### src/rtl/wave_osc.sv
// Waveform oscillator: saw / square / triangle / mute, phase advanced on sample ticks.
// Latency: out and wrap are registered, one clock after the advancing tick edge.
// Backpressure: none; enable=0 freezes the phase state, tick gates each advance.
//
// Ports:
//   CLOCK_50          system clock, all logic on its rising edge
//   reset             synchronous active-low reset
//   enable            run (1) / freeze (0) the oscillator
//   tick              sample-rate strobe, advances phase when enable=1
//   mode              00 saw, 01 square, 10 triangle, 11 mute
//   period            requested period in ticks (0 and 1 behave as 2)
//   step              requested amplitude increment per tick
//   load              one-cycle strobe capturing mode/period/step into the shadow set
//   out               registered sample
//   wrap              one-cycle pulse marking the period boundary
//   pending           a loaded configuration is waiting to become active
module wave_osc #(
   parameter int WIDTH      = 24,
   parameter int PERIOD_W   = 16,
   parameter int DEF_PERIOD = 5000,
   parameter int DEF_STEP   = 70
) (
   input  logic                CLOCK_50,
   input  logic                reset,
   input  logic                enable,
   input  logic                tick,
   input  logic [1:0]          mode,
   input  logic [PERIOD_W-1:0] period,
   input  logic [WIDTH-1:0]    step,
   input  logic                load,
   output logic [WIDTH-1:0]    out,
   output logic                wrap,
   output logic                pending
);

   typedef enum logic [1:0] {
      MODE_SAW    = 2'b00,
      MODE_SQUARE = 2'b01,
      MODE_TRI    = 2'b10,
      MODE_MUTE   = 2'b11
   } mode_t;

   // Active configuration (drives the waveform) and shadow configuration
   // (captured by load, promoted at the next activation point).
   mode_t               a_mode;
   logic [PERIOD_W-1:0] a_period;
   logic [WIDTH-1:0]    a_step;
   mode_t               s_mode;
   logic [PERIOD_W-1:0] s_period;
   logic [WIDTH-1:0]    s_step;

   logic [PERIOD_W-1:0] cnt;
   logic [WIDTH-1:0]    acc;

   // Combinational next-state terms
   logic [PERIOD_W-1:0] p_eff;
   logic [PERIOD_W-1:0] p_last;
   logic [PERIOD_W-1:0] p_half;
   logic                adv;
   logic                is_bnd;
   logic                act;
   logic [PERIOD_W-1:0] cnt_nxt;
   logic [WIDTH:0]      sum_ext;
   logic [WIDTH-1:0]    acc_add;
   logic [WIDTH-1:0]    acc_sub;
   logic [WIDTH-1:0]    acc_nxt;
   logic [WIDTH-1:0]    out_nxt;

   always_comb begin
      p_eff   = (a_period < PERIOD_W'(2)) ? PERIOD_W'(2) : a_period;
      p_last  = p_eff - PERIOD_W'(1);
      p_half  = p_eff >> 1;
      adv     = enable & tick;
      // ">=" rather than "==" so a period shrunk below the current phase
      // by a frozen-state activation still ends at the next advance.
      is_bnd  = (cnt >= p_last);
      // A configuration becomes active immediately while frozen, or at the
      // boundary advance. A load presented on that same cycle wins.
      act     = (pending | load) & (~enable | (adv & is_bnd));

      sum_ext = {1'b0, acc} + {1'b0, a_step};
      acc_add = sum_ext[WIDTH] ? {WIDTH{1'b1}} : sum_ext[WIDTH-1:0];
      acc_sub = (acc >= a_step) ? (acc - a_step) : '0;

      cnt_nxt = '0;
      acc_nxt = '0;
      out_nxt = '0;
      if (!is_bnd) begin
         cnt_nxt = cnt + PERIOD_W'(1);
         // Square and mute keep the accumulator moving like saw so that a
         // later mode change picks up a consistent phase/amplitude pair.
         if (a_mode == MODE_TRI)
            acc_nxt = (cnt < p_half) ? acc_add : acc_sub;
         else
            acc_nxt = acc_add;
         case (a_mode)
            MODE_SAW:    out_nxt = acc_nxt;
            MODE_TRI:    out_nxt = acc_nxt;
            MODE_SQUARE: out_nxt = (cnt_nxt >= p_half) ? {WIDTH{1'b1}} : '0;
            default:     out_nxt = '0;
         endcase
      end
   end

   always_ff @(posedge CLOCK_50) begin
      if (!reset) begin
         out      <= '0;
         wrap     <= 1'b0;
         pending  <= 1'b0;
         cnt      <= '0;
         acc      <= '0;
         a_mode   <= MODE_SAW;
         a_period <= PERIOD_W'(DEF_PERIOD);
         a_step   <= WIDTH'(DEF_STEP);
         s_mode   <= MODE_SAW;
         s_period <= PERIOD_W'(DEF_PERIOD);
         s_step   <= WIDTH'(DEF_STEP);
      end else begin
         wrap <= 1'b0;

         if (load) begin
            s_mode   <= mode_t'(mode);
            s_period <= period;
            s_step   <= step;
            pending  <= 1'b1;
         end

         if (act) begin
            a_mode   <= load ? mode_t'(mode) : s_mode;
            a_period <= load ? period : s_period;
            a_step   <= load ? step : s_step;
            pending  <= 1'b0;
         end

         if (adv) begin
            cnt  <= cnt_nxt;
            acc  <= acc_nxt;
            out  <= out_nxt;
            wrap <= is_bnd;
         end
      end
   end

endmodule

### config.mk
export PLATFORM = sky130hd
export DESIGN_NAME = wave_osc
export DESIGN_NICKNAME = d
export VERILOG_FILES = /design/src/rtl/wave_osc.sv
export SDC_FILE = /design/constraint.sdc
export NUM_CORES = 1
export LEC_CHECK = 0
export BUFFER_PORTS_ARGS = -buffer_cell sky130_fd_sc_hd__buf_4
export CORE_UTILIZATION = 25
export DETAILED_ROUTE_END_ITERATION = 8
export PLACE_DENSITY_LB_ADDON = 0.1
export SYNTH_ARGS = -nofsm -noshare
export SYNTH_HDL_FRONTEND = slang
export SYNTH_SLANG_ARGS = --single-unit
### constraint.sdc
create_clock -name CLOCK_50 -period 11.7 [get_ports CLOCK_50]
set_clock_uncertainty 0.1 [all_clocks]
set_input_delay 2.925 -clock CLOCK_50 [delete_from_list [all_inputs] [get_ports CLOCK_50]]
set_output_delay 2.925 -clock CLOCK_50 [all_outputs]
set_load 0.03 [all_outputs]
After elaboration in Yosys (flattened, before gate mapping)
Cells that the tools add are included.
- $add $sub $neg: 4
- order comparisons: 5
- equal/unequal tests: 2
- multiplexer cells: 13
- bitwise gates (word level): 7
- reduce and logical (&&, ||, !) cells: 4
- operator list (cell ; count):
    $mux 24 ; 8
    $mux 16 ; 3
    $pmux 24 s2 ; 1
    $add 24x24->25 ; 1
    $ge 24x24->1 ; 1
    $sub 24x24->24 ; 1
    $add 16x1->16 const B ; 1
    $ge 16x15->1 ; 1
    $ge 16x16->1 ; 1
    $lt 16x15->1 ; 1
    $lt 16x2->1 const B ; 1
    $sub 16x1->16 const B ; 1
    $reduce_or 2->1 ; 2
    $and 1x1->1 ; 3
    $eq 2x1->1 const B ; 1
    $eq 2x2->1 const B ; 1
    $logic_not 2->1 ; 1
    $mux 2 ; 1
    $not 1->1 ; 2
    $or 1x1->1 ; 2
    $reduce_and 2->1 ; 1
- register bits: 150
- output and inout bits: 26

Longest topological paths before layout
Gate-level depths: netlist of run 1.
- depth in word-level cells: 8
- mapped depth: 21

Worst setup path after synthesis of run 1
No wires, ideal clock.
- kind: input-to-reg
- from: input reset
- to: register out[15]
- arrival time: 4.292 ns
- data required time: 11.540 ns
- setup slack: 7.248 ns
- stages: 5
- path buffers: 2
- path through: clkbuf_1 inv_2 nor4_1 clkbuf_1 a221o_1
- RTL lines (element ; RTL line ; RTL):
    from (decl) ; 24 ; input logic reset,
    to (signal assigned) ; 138 ; out <= out_nxt;
    to (decl) ; 31 ; output logic [WIDTH-1:0] out,

Worst setup path after layout of run 1
- from: register a_period[7]
- to: register a_mode[1]
- longest elaborated chain between the ends: 7
- ends and longest elaborated chain (element ; RTL line ; RTL):
    from (decl) ; 46 ; logic [PERIOD_W-1:0] a_period;
    from (signal assigned) ; 113 ; a_period <= PERIOD_W'(DEF_PERIOD);
    from (signal assigned) ; 130 ; a_period <= load ? period : s_period;
    $lt 16x2->1 ; 70 ; p_eff = (a_period < PERIOD_W'(2)) ? PERIOD_W'(2) : a_period;
    $mux 16 * ; 70 ;
    $sub 16x1->16 * ; 71 ; p_last = p_eff - PERIOD_W'(1);
    $ge 16x16->1 * ; 76 ; is_bnd = (cnt >= p_last);
    $and 1x1->1 * ; 79 ; act = (pending | load) & (~enable | (adv & is_bnd));
    $or 1x1->1 * ; 79 ;
    $and 1x1->1 * ; 79 ;
    to (signal assigned) ; 129 ; a_mode <= load ? mode_t'(mode) : s_mode;
    to (decl) ; 45 ; mode_t a_mode;
Mark *: on every way between the ends. The rest lies on a longest branch, timed or not.
A chain may end at the register's enable or synchronous reset.

==> results.ini, run 1 <==
[global_routing]
grt_use_total=0.177
grt_max_degree=69
overflow=0
antenna_found_initial=0
grt_pass1_vias=8617
grt_pass1_wl_mm=52.1

[timing]
fmax_ghz=0.193
hold_viol=0
final.setup.tns_ns=0
maxSlewViolCount=0
max_slew_margin=0.234
finalCriticalPeriod_ns=5.19
rsz0062_at_grt=no
fin_crit_sh=0.443
finalSetupViolations=0
worstMarginPinSlew_ns=1.14

[floorplanning]
ios=73
die_w_um=198
start_util=0.254
fp.dieH_um=198
die_area_um2=39200
core_um2=37800
rows=71

[setup_path]
path_max_fanout=68
arrival_ns=5.42
cp_top_family=simple AND/OR/NAND/NOR gates
end_kind=flop
reg2reg_from=a_period[7]
worst_path_most_repeated_cell=nand2_1
required_ns=11.94
worstRegToRegCells=20
path_buf_inv=2
critPathSlowestCell=a21o_1
regToRegEndpoint=a_mode[1]
startpoint_type=flop
critical_path.cell_chain=inv_1 -> nand3_1 -> nor4_1 -> nand4_1 -> nand2_1 -> ha_1 -> nand4_1 -> nor3_1 -> nand2_1 -> nor4_1 -> xnor2_1 -> ha_1 -> nand2_1 -> o21ai_0 -> a21o_1 -> nand2_1 -> a21oi_4 -> buf_4 -> nor2_1 -> a211oi_1
rrSetupSlack_ns=6.51
cpPeakStageDelay_ns=0.59
critPathKind=reg2reg

[routing]
vias=8614
drtAntennaViolNets=0
routedWlPerCell_um=19.3
drcViolationCount=0
dr.pass1.iters=5
via_per_inst=5.02
wl_mm=33.2
drtIter0Drc=504

[placement]
port-buffer-count=72
dp_cells=1685
dp_hpwl_mm=24.6
place_congestion=0.885

[layout]
instances_no_fill=1715
nets=1338
seqCellArea_um2=3000
multiInputGateArea_um2=6090
fillers=4091
diodes=0
drive_above_1_share=0.119
area_growth_pct=16.3

[clock_tree]
ctsHoldBuffers=0
cts_root_buffer=clkbuf_16
numCtsBuffers=17
clk_pin_slew_ns=0.06
post_cts.repair.setup_buffers=0
htreeDepth=4
cts_tree=yes
ctsLongestPathBuffers=2
cts_resized=0
clk_latency_ns=0.45
cts_sinks=150

[yosys]
synthCells=1150
yosysSeqAreaShare=0.313
synth_area_per_cell_um2=8.35
syn_area_um2=9600
synthArstFlopShare=0
yosysUniqueCellTypes=79
yosys_warnings=0
synth_edf_count=0
synth-seq-cells=150
synth_nets=1295
ys.flop_type=dfxtp_1

[flow_run]
cap_violations=0

[worst_hold_path]
min_to=s_period[9]
min_path_type=reg2reg
hold_depth=2
min-delay-start=s_period[9]

[pwr]
powerDensity_nw_per_um2=123
ir_drop_mv=0.102
total_leakage_power_nw=4.77

[run_status]
outcome=finished, final reports clean

-- cell type report --
cell class | count | share of cell area
clock buffer | 18 | 0.0384
clock inverter | 12 | 0.00975
inverter | 70 | 0.0236
multi-input combinational | 869 | 0.545
sequential | 150 | 0.269
tap | 511 | 0.0572
timing repair buffer | 85 | 0.0571
-- metrics by stage --
| step | util | power, mW | cell area (µm²) | hold WS (ns) | setup slack, ns |
|---|---|---|---|---|---|
| finish | 0.296 | 1.37 | 11200 | 0.380 | 6.51 |
| global route | 0.296 | 1.45 | 11200 | 0.392 | 5.74 |
| CTS | 0.296 | 1.39 | 11200 | 0.379 | 6.45 |
| detailed placement | 0.282 | 0.848 | 10600 | 0.363 | 6.30 |
| global placement | 0.282 | 0.849 | 10600 | 0.363 | 6.25 |
| floorplan | - | 0.757 | 9600 | 0.338 | 7.25 |
-- Yosys cell counts (18+ instances only) --
cell | instances | area [µm²]
a21oi_1 | 102 | 510
clkbuf_1 | 40 | 150
inv_1 | 65 | 244
dfxtp_1 | 150 | 3000
nor2_1 | 132 | 495
nand3_1 | 22 | 110
nor3_1 | 24 | 120
o21ai_0 | 34 | 170
a221o_1 | 18 | 180
a211oi_1 | 39 | 293
mux2i_1 | 42 | 420
xnor2_1 | 36 | 315
ha_1 | 96 | 1200
nand2_1 | 71 | 267
-- state kept, by name, indices dropped and copies added (netlist names) --
register	flops
s_step	24
acc	24
a_period	16
wrap	1
a_mode	2
a_step	24
pending	1
s_period	16
out	24
cnt	16
s_mode	2
-- kinds of logic (layout without fill, tap and decap cells) --
group,after synthesis,count (layout),share of synthesized area
and+or+nand+nor,351,351,0.176
muxes,42,42,0.0438
AOI/OAI and AO/OA,336,336,0.244
adders and majority gates,98,98,0.129
xor gates and xnor gates,42,42,0.0383
DFF,150,150,0.313
buffers and inverters,131,185,0.0554
-- layer usage --
layer / up-vias / global-route usage / share of wire
met5: - / 0 / 0
met4: 0 / 0.0635 / 0.024
met3: 33 / 0.0249 / 0.032
met2: 167 / 0.284 / 0.46
met1: 4141 / 0.239 / 0.48
li1: 4273 / - / -
-- how the worst max path moves through the flow --
| stage | from | to | slack, ns | depth (start not counted) |
|---|---|---|---|---|
| after floorplan | reset | out[15] | 7.25 | 5 |
| after global placement | enable | out[17] | 6.25 | 7 |
| after detailed placement | enable | out[17] | 6.30 | 7 |
| after CTS | a_period[7] | a_mode[1] | 6.45 | 20 |
| after global routing | a_period[6] | a_step[7] | 5.74 | 20 |
| final | a_period[7] | a_mode[1] | 6.51 | 20 |
-- power breakdown --
part           leakage (nW)  internal, mW  total [mW]  switching (mW)
registers              1.23         0.538       0.562          0.0239
clock network         0.262         0.290       0.539           0.248
logic                  3.28         0.103       0.274           0.170
-- layout by cell type (no fill, tap or decap), types with 10 or more instances in the layout --
cell / synthesis / routed
o211ai_1: 16 / 16
nor2b_1: 10 / 10
ha_1: 96 / 96
nor2_1: 132 / 131
a211oi_1: 39 / 39
dfxtp_1: 150 / 150
nor3_1: 24 / 24
nand2b_1: 16 / 16
clkbuf_16: 0 / 17
nand4_1: 12 / 12
mux2i_1: 42 / 42
buf_4: 4 / 85
a221o_1: 18 / 18
inv_1: 65 / 65
o21ai_0: 34 / 34
a21o_1: 12 / 12
nand3_1: 22 / 22
o31ai_1: 11 / 11
and2_1: 12 / 12
xnor2_1: 36 / 36
a21oi_1: 102 / 101
nand2_1: 71 / 71
-- worst reg2reg max path, cell delays in order (launching register included) --
cell	delay (ns)
dfxtp_1	0.37
inv_1	0.12
nand3_1	0.15
nor4_1	0.26
nand4_1	0.17
nand2_1	0.13
ha_1	0.20
nand4_1	0.18
nor3_1	0.31
nand2_1	0.13
nor4_1	0.24
xnor2_1	0.11
ha_1	0.30
nand2_1	0.05
o21ai_0	0.30
a21o_1	0.59
nand2_1	0.28
a21oi_4	0.19
buf_4	0.56
nor2_1	0.10
a211oi_1	0.23
No activity file was read; power rests on OpenSTA's default activity.
==> inputs of run 2 (changes only) <==
Clock period 11.7 ns to 5 ns, I/O delays scaled along.
==> run 2 against run 1 <==
  * Combinational power rose by 150%
  * Clock-buffer cell count grew 2
  * Final cell count is 1.9% higher
  * Fmax increased by 13%
  * Via count up 1.1%
  * Register-to-register slack worse by 6.1 ns
  * Utilization is 0.93 points higher
  * Sequential cell count stayed put
  * First-iteration DRC count rose by 4.0%
  * Global-route usage up 0.21 points
==> results.ini, run 2 (synthesis results as in run 1) <==
[run_status]
outcome=finished, final reports clean

[timing]
maxSlewViolCount=0  ; unchanged
max_slew_margin=0.461  ; +0.226
whs_ns=0.382  ; +0.00129 ns
finalSetupViolations=0  ; unchanged
fin_crit_sh=0.917  ; +0.474
worstMarginPinSlew_ns=0.808  ; -0.333 ns
finalCriticalPeriod_ns=4.58  ; -0.601 ns
hold_viol=0  ; unchanged
fmax_ghz=0.218  ; +13%

[setup_path]
cp_top_family=simple AND/OR/NAND/NOR gates
worstRegToRegCells=19  ; -5.0%
critPathSlowestCell=nand2_1
arrival_ns=4.85  ; -0.57 ns
critPathKind=reg2reg
path_buf_inv=1  ; -1
required_ns=5.26  ; -6.68 ns
end_kind=flop
crit_start=a_period[8]
startpoint_type=flop
cpPeakStageDelay_ns=0.37  ; -0.22 ns
path_max_fanout=9  ; -87%
critical_path.cell_chain=inv_1 -> nand3_1 -> nor4_1 -> nand4_1 -> nand2_1 -> ha_1 -> nand4_1 -> nor3_1 -> xnor2_1 -> ha_1 -> nand3_1 -> o211ai_1 -> a21oi_1 -> o31ai_2 -> a21oi_2 -> nand2_1 -> nor2_2 -> o311ai_0 -> o21ai_0
worstSetupPathDepth=19  ; -5.0%
reg2reg_from=a_period[8]

[layout]
fillers=4011  ; -2.0%
final_cell_mix=dfxtp_1, nor2_1, buf_4, a21oi_1, ha_1
final_core_util=0.305  ; +0.00934
stdcell_area_um2=11500  ; +3.2%
nets=1368  ; +2.2%
diodes=0  ; unchanged
final_common_cell=dfxtp_1
drive_above_1_share=0.146  ; +0.0269
area_growth_pct=20.0

[routing]
routedWlPerCell_um=19.5  ; +0.96%
vias=8705  ; +1.1%
via_per_inst=4.98  ; -0.79%
dr.pass1.iters=6  ; +1
drtIter0Drc=524  ; +4.0%
drtAntennaViolNets=0  ; unchanged
wl_mm=34.1  ; +2.8%
drcViolationCount=0  ; unchanged

[pwr]
ir_drop_mv=0.241  ; +140%
powerDensity_nw_per_um2=293  ; +140%
total_leakage_power_nw=4.96  ; +4.0%
finalPower_mw=3.37  ; +150%

[clock_tree]
cts_resized=1  ; +1
numCtsBuffers=17  ; unchanged
ctsHoldBuffers=0  ; unchanged
htreeDepth=4  ; unchanged
cts_tree=yes
clk_pin_slew_ns=0.07  ; about the same
ctsLongestPathBuffers=2  ; unchanged
clk_latency_ns=0.44  ; about the same
cts_root_buffer=clkbuf_16
cts_sinks=150  ; unchanged
post_cts.repair.setup_buffers=0  ; unchanged

[worst_hold_path]
min_path_type=reg2reg
hold_depth=2  ; unchanged
min-delay-start=out[6]

[placement]
place_congestion=0.859  ; -3.0%
port-buffer-count=72  ; unchanged
place_area_um2=10900  ; +2.2%
dp_hpwl_mm=26.2  ; +6.5%

[global_routing]
grt_max_degree=67  ; -2.9%
grt_pass1_vias=8682  ; +0.75%
antenna_found_initial=0  ; unchanged
overflow=0  ; unchanged
grt_use_total=0.179  ; +0.00208
grt_pass1_wl_mm=52.5  ; +0.86%

[floorplanning]
die_w_um=198  ; unchanged
fp.dieH_um=198  ; unchanged
die_area_um2=39200  ; unchanged
rows=71  ; unchanged
ios=73  ; unchanged
start_util=0.254  ; unchanged
core_um2=37800  ; unchanged

[flow_run]
cap_violations=0  ; unchanged

## run 2: cell types whose count changed in the layout (fill, tap and decap cells not counted), sizes merged
cell,delta
clkbuf,+2
clkinvlp,+2
clkinv,-7
bufinv,+2
inv,+3
buf,+30
## run 2: cell type report
| cell class | instances | area (µm²) | share of cell area |
|---|---|---|---|
| Clock inverter | 12 | 166 | 0.0144 |
| Timing Repair Buffer | 115 | 876 | 0.0760 |
| Clock buffer | 20 | 457 | 0.0396 |
| Multi-Input combinational cell | 869 | 6120 | 0.531 |
| Tap cell | 511 | 639 | 0.0555 |
| Sequential cell | 150 | 3000 | 0.261 |
| Inverter | 70 | 264 | 0.0229 |
## run 2: stage by stage
| stage | instances | setup TNS (ns) | setup WS, ns |
|---|---|---|---|
| 2_1_floorplan | 1150 | 0 | 1.02 |
| 3_3_place_gp | 1715 | 0 | 0.0403 |
| 3_5_place_dp | 1715 | 0 | 0.0122 |
| 4_1_cts | 1747 | 0 | 0.108 |
| 5_1_grt | 1747 | -0.0117 | -0.0117 |
| 6_report | 1747 | 0 | 0.415 |
## run 2: worst reg2reg max path, delay by kind of cell (launching register included)
kind	cells	cell delay (ns)
AO/OA/AOI/OAI	6	1.21
XOR/XNOR	1	0.20
adder cells (fa/ha/maj)	2	0.49
buffers and inverters	1	0.14
flip-flops	1	0.33
AND/OR/NAND/NOR	9	2.05
## run 2: metal layers
| layer | vias up | track usage | part of all wire |
|---|---|---|---|
| li1 | 4332 | - | - |
| met1 | 4160 | 0.244 | 0.49 |
| met2 | 175 | 0.286 | 0.45 |
| met3 | 38 | 0.0283 | 0.038 |
| met4 | 0 | 0.0577 | 0.021 |
| met5 | - | 0 | 0 |
## run 2: report_power, final
part | switching [mW] | total (mW) | internal (mW) | leakage, nW
sequential | 0.0505 | 1.31 | 1.26 | 1.23
combinational | 0.414 | 0.672 | 0.258 | 3.44
clock | 0.571 | 1.39 | 0.821 | 0.292
## run 2: worst paths after layout
| check | endpoint | slack, ns |
|---|---|---|
| worst max-delay path | out[5] | 0.42 |
| worst min-delay path | out[6] | 0.38 |
| worst max register to register | out[5] | 0.42 |
| worst min register to register | out[6] | 0.38 |
